--- src/rtl/tc_io_pkg.sv ---
// tc_io_pkg: shared constants, UART state encoding and helpers for the TinyComp UART device.
package tc_io_pkg;
  localparam logic [3:0] DATA_OFS = 4'd0;
  localparam logic [3:0] STAT_OFS = 4'd1;
  localparam int RX_AVAIL = 0;
  localparam int TX_SPACE = 1;
  localparam int TX_BUSY = 2;
  localparam int OVERRUN = 3;
  localparam int FRAMING = 4;
  localparam int FRAME_BITS = 10;
  typedef enum logic [1:0] {U_IDLE, U_START, U_DATA, U_STOP} uart_state_e;
  function automatic logic [2:0] sat7(input int unsigned c);
    return (c > 7) ? 3'd7 : c[2:0];
  endfunction
endpackage

--- src/rtl/tc_uart_fifo.sv ---
// tc_uart_fifo: synchronous FIFO; a push while full is accepted only if a pop frees a slot in the same cycle.
module tc_uart_fifo #(
  parameter int W = 8,
  parameter int DEPTH = 4
) (
  input  logic                     clk,
  input  logic                     rst,
  input  logic                     push_i,
  input  logic                     pop_i,
  input  logic [W-1:0]             din_i,
  output logic [W-1:0]             head_o,
  output logic [$clog2(DEPTH):0]   count_o,
  output logic                     full_o,
  output logic                     empty_o
);
  localparam int AW = $clog2(DEPTH);
  logic [W-1:0] mem_q [DEPTH];
  logic [AW-1:0] wp_q, rp_q;
  logic [AW:0] cnt_q;
  logic do_push, do_pop;
  assign empty_o = cnt_q == '0;
  assign full_o = cnt_q == (AW+1)'(DEPTH);
  assign count_o = cnt_q;
  assign head_o = mem_q[rp_q];
  assign do_pop = pop_i & ~empty_o;
  assign do_push = push_i & (~full_o | do_pop);
  always_ff @(posedge clk or posedge rst)
    if (rst) begin
      wp_q <= '0;
      rp_q <= '0;
      cnt_q <= '0;
    end else begin
      wp_q <= do_push ? wp_q + 1'b1 : wp_q;
      rp_q <= do_pop ? rp_q + 1'b1 : rp_q;
      cnt_q <= cnt_q + (AW+1)'(do_push) - (AW+1)'(do_pop);
    end
  always_ff @(posedge clk)
    if (do_push) mem_q[wp_q] <= din_i;
endmodule

--- src/rtl/tc_uart_io.sv ---
// tc_uart_io: 8N1 UART on the TinyComp I/O bus; data register at BASE_ADDR, status at BASE_ADDR+1.
module tc_uart_io
  import tc_io_pkg::*;
#(
  parameter logic [3:0] BASE_ADDR = 4'd2,
  parameter int DIVISOR = 434,
  parameter int FIFO_DEPTH = 4
) (
  input  logic        Clock,
  input  logic        Reset,
  input  logic [3:0]  IOaddr,
  input  logic        IOread,
  input  logic        IOwrite,
  input  logic [31:0] OutValue,
  output logic [31:0] InValue,
  output logic        InReady,
  input  logic        rxd,
  output logic        txd
);
  localparam int DW = $clog2(DIVISOR);
  localparam int CW = $clog2(FIFO_DEPTH) + 1;
  localparam logic [DW-1:0] BIT_END = DW'(DIVISOR - 1);
  localparam logic [DW-1:0] HALF = DW'(DIVISOR / 2 - 1);
  localparam logic [2:0] LAST_BIT = 3'(FRAME_BITS - 3);
  logic sel_d, sel_s, rd, wr;
  logic tx_push, tx_pop, tx_full, tx_empty, rx_pop, rx_full, rx_empty;
  logic [7:0] tx_head, rx_head;
  logic [CW-1:0] tx_count, rx_count;
  logic [31:0] status;
  uart_state_e tx_state_q, tx_state_d, rx_state_q, rx_state_d;
  logic [DW-1:0] tx_cnt_q, tx_cnt_d, rx_cnt_q, rx_cnt_d;
  logic [2:0] tx_bit_q, tx_bit_d, rx_bit_q, rx_bit_d;
  logic [7:0] tx_sh_q, tx_sh_d, rx_sh_q, rx_sh_d;
  logic tx_tick, rx_tick;
  logic rx_s1_q, rx_s2_q, rx_prev_q;
  logic rx_wait_q, rx_wait_d, rx_push_q, rx_push_d, ferr_set;
  logic ovr_q, ovr_d, ferr_q, ferr_d;
  logic unused;
  assign unused = ^{OutValue[31:8], tx_count};
  assign sel_d = IOaddr == BASE_ADDR + DATA_OFS;
  assign sel_s = IOaddr == BASE_ADDR + STAT_OFS;
  assign wr = IOwrite;
  assign rd = IOread & ~IOwrite;
  assign tx_push = sel_d & wr & ~tx_full;
  assign rx_pop = sel_d & rd & ~rx_empty;
  tc_uart_fifo #(.W(8), .DEPTH(FIFO_DEPTH)) u_tx_fifo (
    .clk(Clock), .rst(Reset), .push_i(tx_push), .pop_i(tx_pop), .din_i(OutValue[7:0]),
    .head_o(tx_head), .count_o(tx_count), .full_o(tx_full), .empty_o(tx_empty)
  );
  tc_uart_fifo #(.W(8), .DEPTH(FIFO_DEPTH)) u_rx_fifo (
    .clk(Clock), .rst(Reset), .push_i(rx_push_q), .pop_i(rx_pop), .din_i(rx_sh_q),
    .head_o(rx_head), .count_o(rx_count), .full_o(rx_full), .empty_o(rx_empty)
  );
  always_comb begin
    status = '0;
    status[RX_AVAIL] = ~rx_empty;
    status[TX_SPACE] = ~tx_full;
    status[TX_BUSY] = (tx_state_q != U_IDLE) | ~tx_empty;
    status[OVERRUN] = ovr_q;
    status[FRAMING] = ferr_q;
    status[7:5] = sat7(32'(rx_count));
  end
  assign InValue = (sel_d & rd) ? (rx_empty ? 32'd0 : {24'd0, rx_head}) : (sel_s & rd) ? status : 32'd0;
  assign InReady = (sel_d & rd) ? ~rx_empty : (sel_d & wr) ? ~tx_full : sel_s & (IOread | IOwrite);
  assign tx_tick = tx_cnt_q == BIT_END;
  assign txd = (tx_state_q == U_START) ? 1'b0 : (tx_state_q == U_DATA) ? tx_sh_q[0] : 1'b1;
  always_comb begin
    tx_state_d = tx_state_q;
    tx_cnt_d = tx_tick ? '0 : tx_cnt_q + 1'b1;
    tx_bit_d = tx_bit_q;
    tx_sh_d = tx_sh_q;
    tx_pop = 1'b0;
    case (tx_state_q)
      U_IDLE: begin
        tx_cnt_d = '0;
        if (!tx_empty) begin
          tx_pop = 1'b1;
          tx_sh_d = tx_head;
          tx_state_d = U_START;
        end
      end
      U_START: if (tx_tick) begin
        tx_bit_d = '0;
        tx_state_d = U_DATA;
      end
      U_DATA: if (tx_tick) begin
        tx_sh_d = tx_sh_q >> 1;
        tx_bit_d = tx_bit_q + 3'd1;
        tx_state_d = (tx_bit_q == LAST_BIT) ? U_STOP : U_DATA;
      end
      U_STOP: tx_state_d = tx_tick ? U_IDLE : U_STOP;
      default: tx_state_d = U_IDLE;
    endcase
  end
  assign rx_tick = rx_cnt_q == BIT_END;
  // A low stop bit parks in STOP until the line is high so a break cannot start a bogus frame.
  always_comb begin
    rx_state_d = rx_state_q;
    rx_cnt_d = rx_tick ? '0 : rx_cnt_q + 1'b1;
    rx_bit_d = rx_bit_q;
    rx_sh_d = rx_sh_q;
    rx_wait_d = rx_wait_q;
    rx_push_d = 1'b0;
    ferr_set = 1'b0;
    case (rx_state_q)
      U_IDLE: begin
        rx_cnt_d = '0;
        if (rx_prev_q & ~rx_s2_q) rx_state_d = U_START;
      end
      U_START: if (rx_cnt_q == HALF) begin
        rx_cnt_d = '0;
        rx_bit_d = '0;
        rx_state_d = rx_s2_q ? U_IDLE : U_DATA;
      end
      U_DATA: if (rx_tick) begin
        rx_sh_d = {rx_s2_q, rx_sh_q[7:1]};
        rx_bit_d = rx_bit_q + 3'd1;
        rx_state_d = (rx_bit_q == LAST_BIT) ? U_STOP : U_DATA;
      end
      U_STOP: if (rx_wait_q) begin
        rx_cnt_d = '0;
        rx_wait_d = ~rx_s2_q;
        rx_state_d = rx_s2_q ? U_IDLE : U_STOP;
      end else if (rx_tick) begin
        rx_push_d = rx_s2_q;
        ferr_set = ~rx_s2_q;
        rx_wait_d = ~rx_s2_q;
        rx_state_d = rx_s2_q ? U_IDLE : U_STOP;
      end
      default: rx_state_d = U_IDLE;
    endcase
  end
  assign ovr_d = (ovr_q & ~(sel_s & wr & OutValue[OVERRUN])) | (rx_push_q & rx_full & ~rx_pop);
  assign ferr_d = (ferr_q & ~(sel_s & wr & OutValue[FRAMING])) | ferr_set;
  always_ff @(posedge Clock or posedge Reset)
    if (Reset) begin
      tx_state_q <= U_IDLE;
      tx_cnt_q <= '0;
      tx_bit_q <= '0;
      tx_sh_q <= '0;
      rx_state_q <= U_IDLE;
      rx_cnt_q <= '0;
      rx_bit_q <= '0;
      rx_sh_q <= '0;
      rx_wait_q <= 1'b0;
      rx_push_q <= 1'b0;
      rx_s1_q <= 1'b1;
      rx_s2_q <= 1'b1;
      rx_prev_q <= 1'b1;
      ovr_q <= 1'b0;
      ferr_q <= 1'b0;
    end else begin
      tx_state_q <= tx_state_d;
      tx_cnt_q <= tx_cnt_d;
      tx_bit_q <= tx_bit_d;
      tx_sh_q <= tx_sh_d;
      rx_state_q <= rx_state_d;
      rx_cnt_q <= rx_cnt_d;
      rx_bit_q <= rx_bit_d;
      rx_sh_q <= rx_sh_d;
      rx_wait_q <= rx_wait_d;
      rx_push_q <= rx_push_d;
      rx_s1_q <= rxd;
      rx_s2_q <= rx_s1_q;
      rx_prev_q <= rx_s2_q;
      ovr_q <= ovr_d;
      ferr_q <= ferr_d;
    end
endmodule

--- config.mk ---
export PLATFORM = sky130hd
export DESIGN_NAME = tc_uart_io
export DESIGN_NICKNAME = d
export VERILOG_FILES = /design/src/rtl/tc_io_pkg.sv /design/src/rtl/tc_uart_fifo.sv /design/src/rtl/tc_uart_io.sv
export SDC_FILE = /design/constraint.sdc
export NUM_CORES = 1
export LEC_CHECK = 0
export ABC_CLOCK_PERIOD_IN_PS = 2650
export BUFFER_PORTS_ARGS = -buffer_cell sky130_fd_sc_hd__buf_2
export CAP_MARGIN = 20
export CORE_MARGIN = 1
export CORE_UTILIZATION = 58
export DETAILED_ROUTE_END_ITERATION = 10
export PLACE_DENSITY = 0.79
export SLEW_MARGIN = 15
export SYNTH_ARGS = -nofsm -noshare
export SYNTH_HDL_FRONTEND = slang
export SYNTH_HIERARCHICAL = 1
export SYNTH_SLANG_ARGS = --single-unit
--- constraint.sdc ---
create_clock -name Clock -period 2.65 [get_ports Clock]
set_input_delay 0.265 -clock Clock [delete_from_list [all_inputs] [get_ports Clock]]
set_output_delay 0.265 -clock Clock [all_outputs]
set_load 0.03 [all_outputs]
==> flow_summary_export.csv <==
group,metric,value,unit
run_status,status,"finished clean",
timing,layout_worst_path_cycle_share,93.9,%
finish,areaGrowthSynthToFinish,16.7,%
die,fp.dieH,105,µm
detailed_routing,avgViaCountPerCell,5.80,
yosys,synth_area_leaders,"edfxtp_1 31%, dfrtp_1 25%, mux4_2 5.9%",
detailed_routing,drtIter0Drc,267,
global_routing,grt_use_total,24.7,%
global_routing,grt.overflow.total,0,
critical_path,cp.arrival,2.93,ns
clock_tree,cts.sinks,129,
global_routing,grt_pass1_wl,20200,µm
global_routing,antenna_found_initial,0,
placement,post-place-ws,0.0595,ns
timing,clock_skew,0.00965,ns
clock_tree,cts_made_buffers,17,
detailed_routing,drc,0,
finish,antenna_cells,0,
timing,max_freq,0.402,GHz
global_routing,grt_pass1_vias,3934,
critical_path,crit_fanout,4,
pwr,p_per_area,825,nW/µm²
die,die_area,10900,µm²
placement,gp_congestion,0.803,
finish,nets,555,
die,fp-row-count,37,
pwr,leakagePower,3.02,nW
critical_path,end_kind,"flop",
finish,multi_input_area,2300,µm²
clock_tree,tritoncts,"yes",
clock_tree,path_clk_slew,0.06,ns
job,maxCapViolations,0,
global_routing,grt_max_degree,22,
timing,worstMarginPinSlew,0.734,ns
yosys,synth_cells,436,
finish,mostFrequentLayoutCells,"64 x edfxtp_1, 61 x dfrtp_1, 26 x buf_2, 25 x inv_1, 24 x conb_1",
critical_path,crit_type,"flop to flop",
min_path,hold_path_class,"input port to flop",
finish,drive_gt1_share,24.5,%
placement,io_buffers,26,
die,start_util,59.4,%
yosys,synth.avg_cell_area,14.0,µm²
yosys,ys.flop_type,"edfxtp_1",
clock_tree,cts_max_path_buffers,2,
detailed_routing,wl_per_cell,19.0,µm
yosys,synth-edff-count,64,
critical_path,slowest_delay,0.44,ns
critical_path,path_cells,"nor3_2 > buf_4 > or3_4 > inv_1 > o31ai_2 > or2_1 > a21bo_1 > ha_1 > fa_1 > xnor2_1 > xnor2_1",
yosys,synth_area,6100,µm²
yosys,yosysWarnings,6,
critical_path,slowest_stage,"dfrtp_1",
timing,hold_violations,0,
yosys,yosys_register_bits,129,
critical_path,cp_data_required_time,3.09,ns
clock_tree,cts_root_buffer,"clkbuf_8",
yosys,synth_largest_type_area_fraction,31.5,%
pwr,vdd_ir_drop_max,447,µV
finish,fillers,695,
die,ios,75,
critical_path,regToRegSetupSlack,0.16,ns
placement,place_hpwl,7900,µm
timing,rsz0062_at_grt,"no",
detailed_routing,final_antenna_net_count,0,
finish,regArea,3550,µm²
yosys,ys_seq_area_share,58.2,%
finish,mostFrequentLayoutCell,"edfxtp_1",
detailed_routing,drtPass1Iterations,4,
die,core,10300,µm²
timing,maxSlewHeadroom,51.1,%
timing,finalSetupViolations,0,
timing,fin_ws,0.163,ns
timing,drv_slew,0,
yosys,synth_cell_types,71,
critical_path,startpoint_type,"flop",
timing,fin_crit,2.49,ns
die,die_w,105,µm
detailed_routing,via_count,3723,
detailed_routing,wl,12200,µm
yosys,async_flop_share,50.4,%
clock_tree,worst_skew_pair.late_latency,0.52,ns
yosys,synth_largest_area_cell,"edfxtp_1",
timing,fin_setup_tns,0,ns
critical_path,cp_common_cell,"xnor2_1",
clock_tree,cts_max_level,4,
[logic make-up after synthesis]
logic type	Yosys count	share of synthesized area (%)
adders and majority gates	21	4.55
other	1	0.0614
and+or+nand+nor	105	11.6
muxes	27	8.03
buffers and inverters	64	5.70
xor gates and xnor gates	17	2.44
AOI/OAI and AO/OA	72	9.45
DFF	129	58.2
[worst max-delay path, delay by kind of cell, from the launching register on]
family / cells / cell delay (ns)
buffers and inverters: 2 / 0.22
and+or+nand+nor: 3 / 0.50
xor gates and xnor gates: 2 / 0.34
adders and majority gates: 2 / 0.57
DFF: 1 / 0.44
AOI/OAI and AO/OA: 2 / 0.34
[per-layer routing]
metal,share of wire [%],global-route usage [%]
met1,42,30.3
met2,54,42.1
met5,0,0
met4,1.9,10.9
met3,2.8,5.61
[final timing paths]
kind | start | depth (start not counted) | to
setup / recovery | u_tx_fifo/count_o[2] | 11 | u_tx_fifo/count_o[2]
hold / removal | IOwrite | 4 | ovr_q
setup reg to reg | u_tx_fifo/count_o[2] | 11 | u_tx_fifo/count_o[2]
hold reg to reg | rx_s1_q | 0 | rx_s2_q
max in group asynchronous | Reset | 4 | rx_prev_q
min in group asynchronous | Reset | 3 | u_tx_fifo/rp_q[1]
[stage by stage]
stage / power [mW] / instance area [µm²] / hold WS (ns) / cells / util, %
after floorplan: 3.18 / 6190 / 0.0684 / 459 / -
after global placement: 3.32 / 6380 / 0.231 / 600 / 62.1
after detailed placement: 3.39 / 6380 / 0.240 / 600 / 62.1
after CTS: 5.91 / 7120 / 0.110 / 642 / 69.2
after global routing: 6.12 / 7120 / 0.147 / 642 / 69.3
final: 5.88 / 7120 / 0.142 / 642 / 69.3
[area by class of cell]
cell class	count	area share (%)
timing repair buffer	53	5.20
clock inverter	15	3.11
inverter	26	1.37
sequential	129	49.9
clock buffer	17	5.81
tap	136	2.39
multi-input combinational	266	32.2
[cell usage after synthesis, types with 3 or more instances]
library cell and instances:
and2_1 10, inv_1 26, clkbuf_1 5, nor3_1 5, nand2_1 11, dfrtp_1 62, nor4_1 7, buf_4 25
or3_1 10, a221oi_1 3, nor2_1 15, o221a_1 7, edfxtp_1 64, mux2_2 8, buf_2 5, xor2_1 5
dfstp_2 3, a21oi_1 14, xnor2_1 12, nand4_1 3, mux4_2 16, ha_1 19, a211oi_1 3, nand3_1 10
a22o_1 9, nand2b_1 9, o21ai_0 13
[state kept, by name, summed over array words and instances (netlist names), 2 cells and up, named ones only]
name               count
u_tx_fifo/mem_q       32
rx_bit_q               3
tx_sh_q                8
tx_bit_q               3
rx_cnt_q               9
u_tx_fifo/rp_q         2
u_tx_fifo/wp_q         2
u_rx_fifo/wp_q         2
rx_sh_q                8
u_rx_fifo/rp_q         2
tx_state_q             2
u_rx_fifo/mem_q       32
tx_cnt_q               9
u_rx_fifo/count_o      3
u_tx_fifo/count_o      3
[where the power goes]
part           internal (mW)  total (mW)  leakage, nW  switching [mW]
Combinational          0.398       0.806         1.23           0.408
Sequential              2.29        2.59         1.48           0.301
Clock                   1.56        2.48        0.312           0.923
Total                   4.24        5.88         3.02            1.63
[what timing repair did]
action | in CTS | in global routing
setup buffers | 0 | 0
setup endpoints to repair | 0 | 8
hold buffers | 10 | 0
endpoints found under the hold margin | 66 | 0
gates resized for setup | 0 | 2
Power figures use the tool's default switching activity.
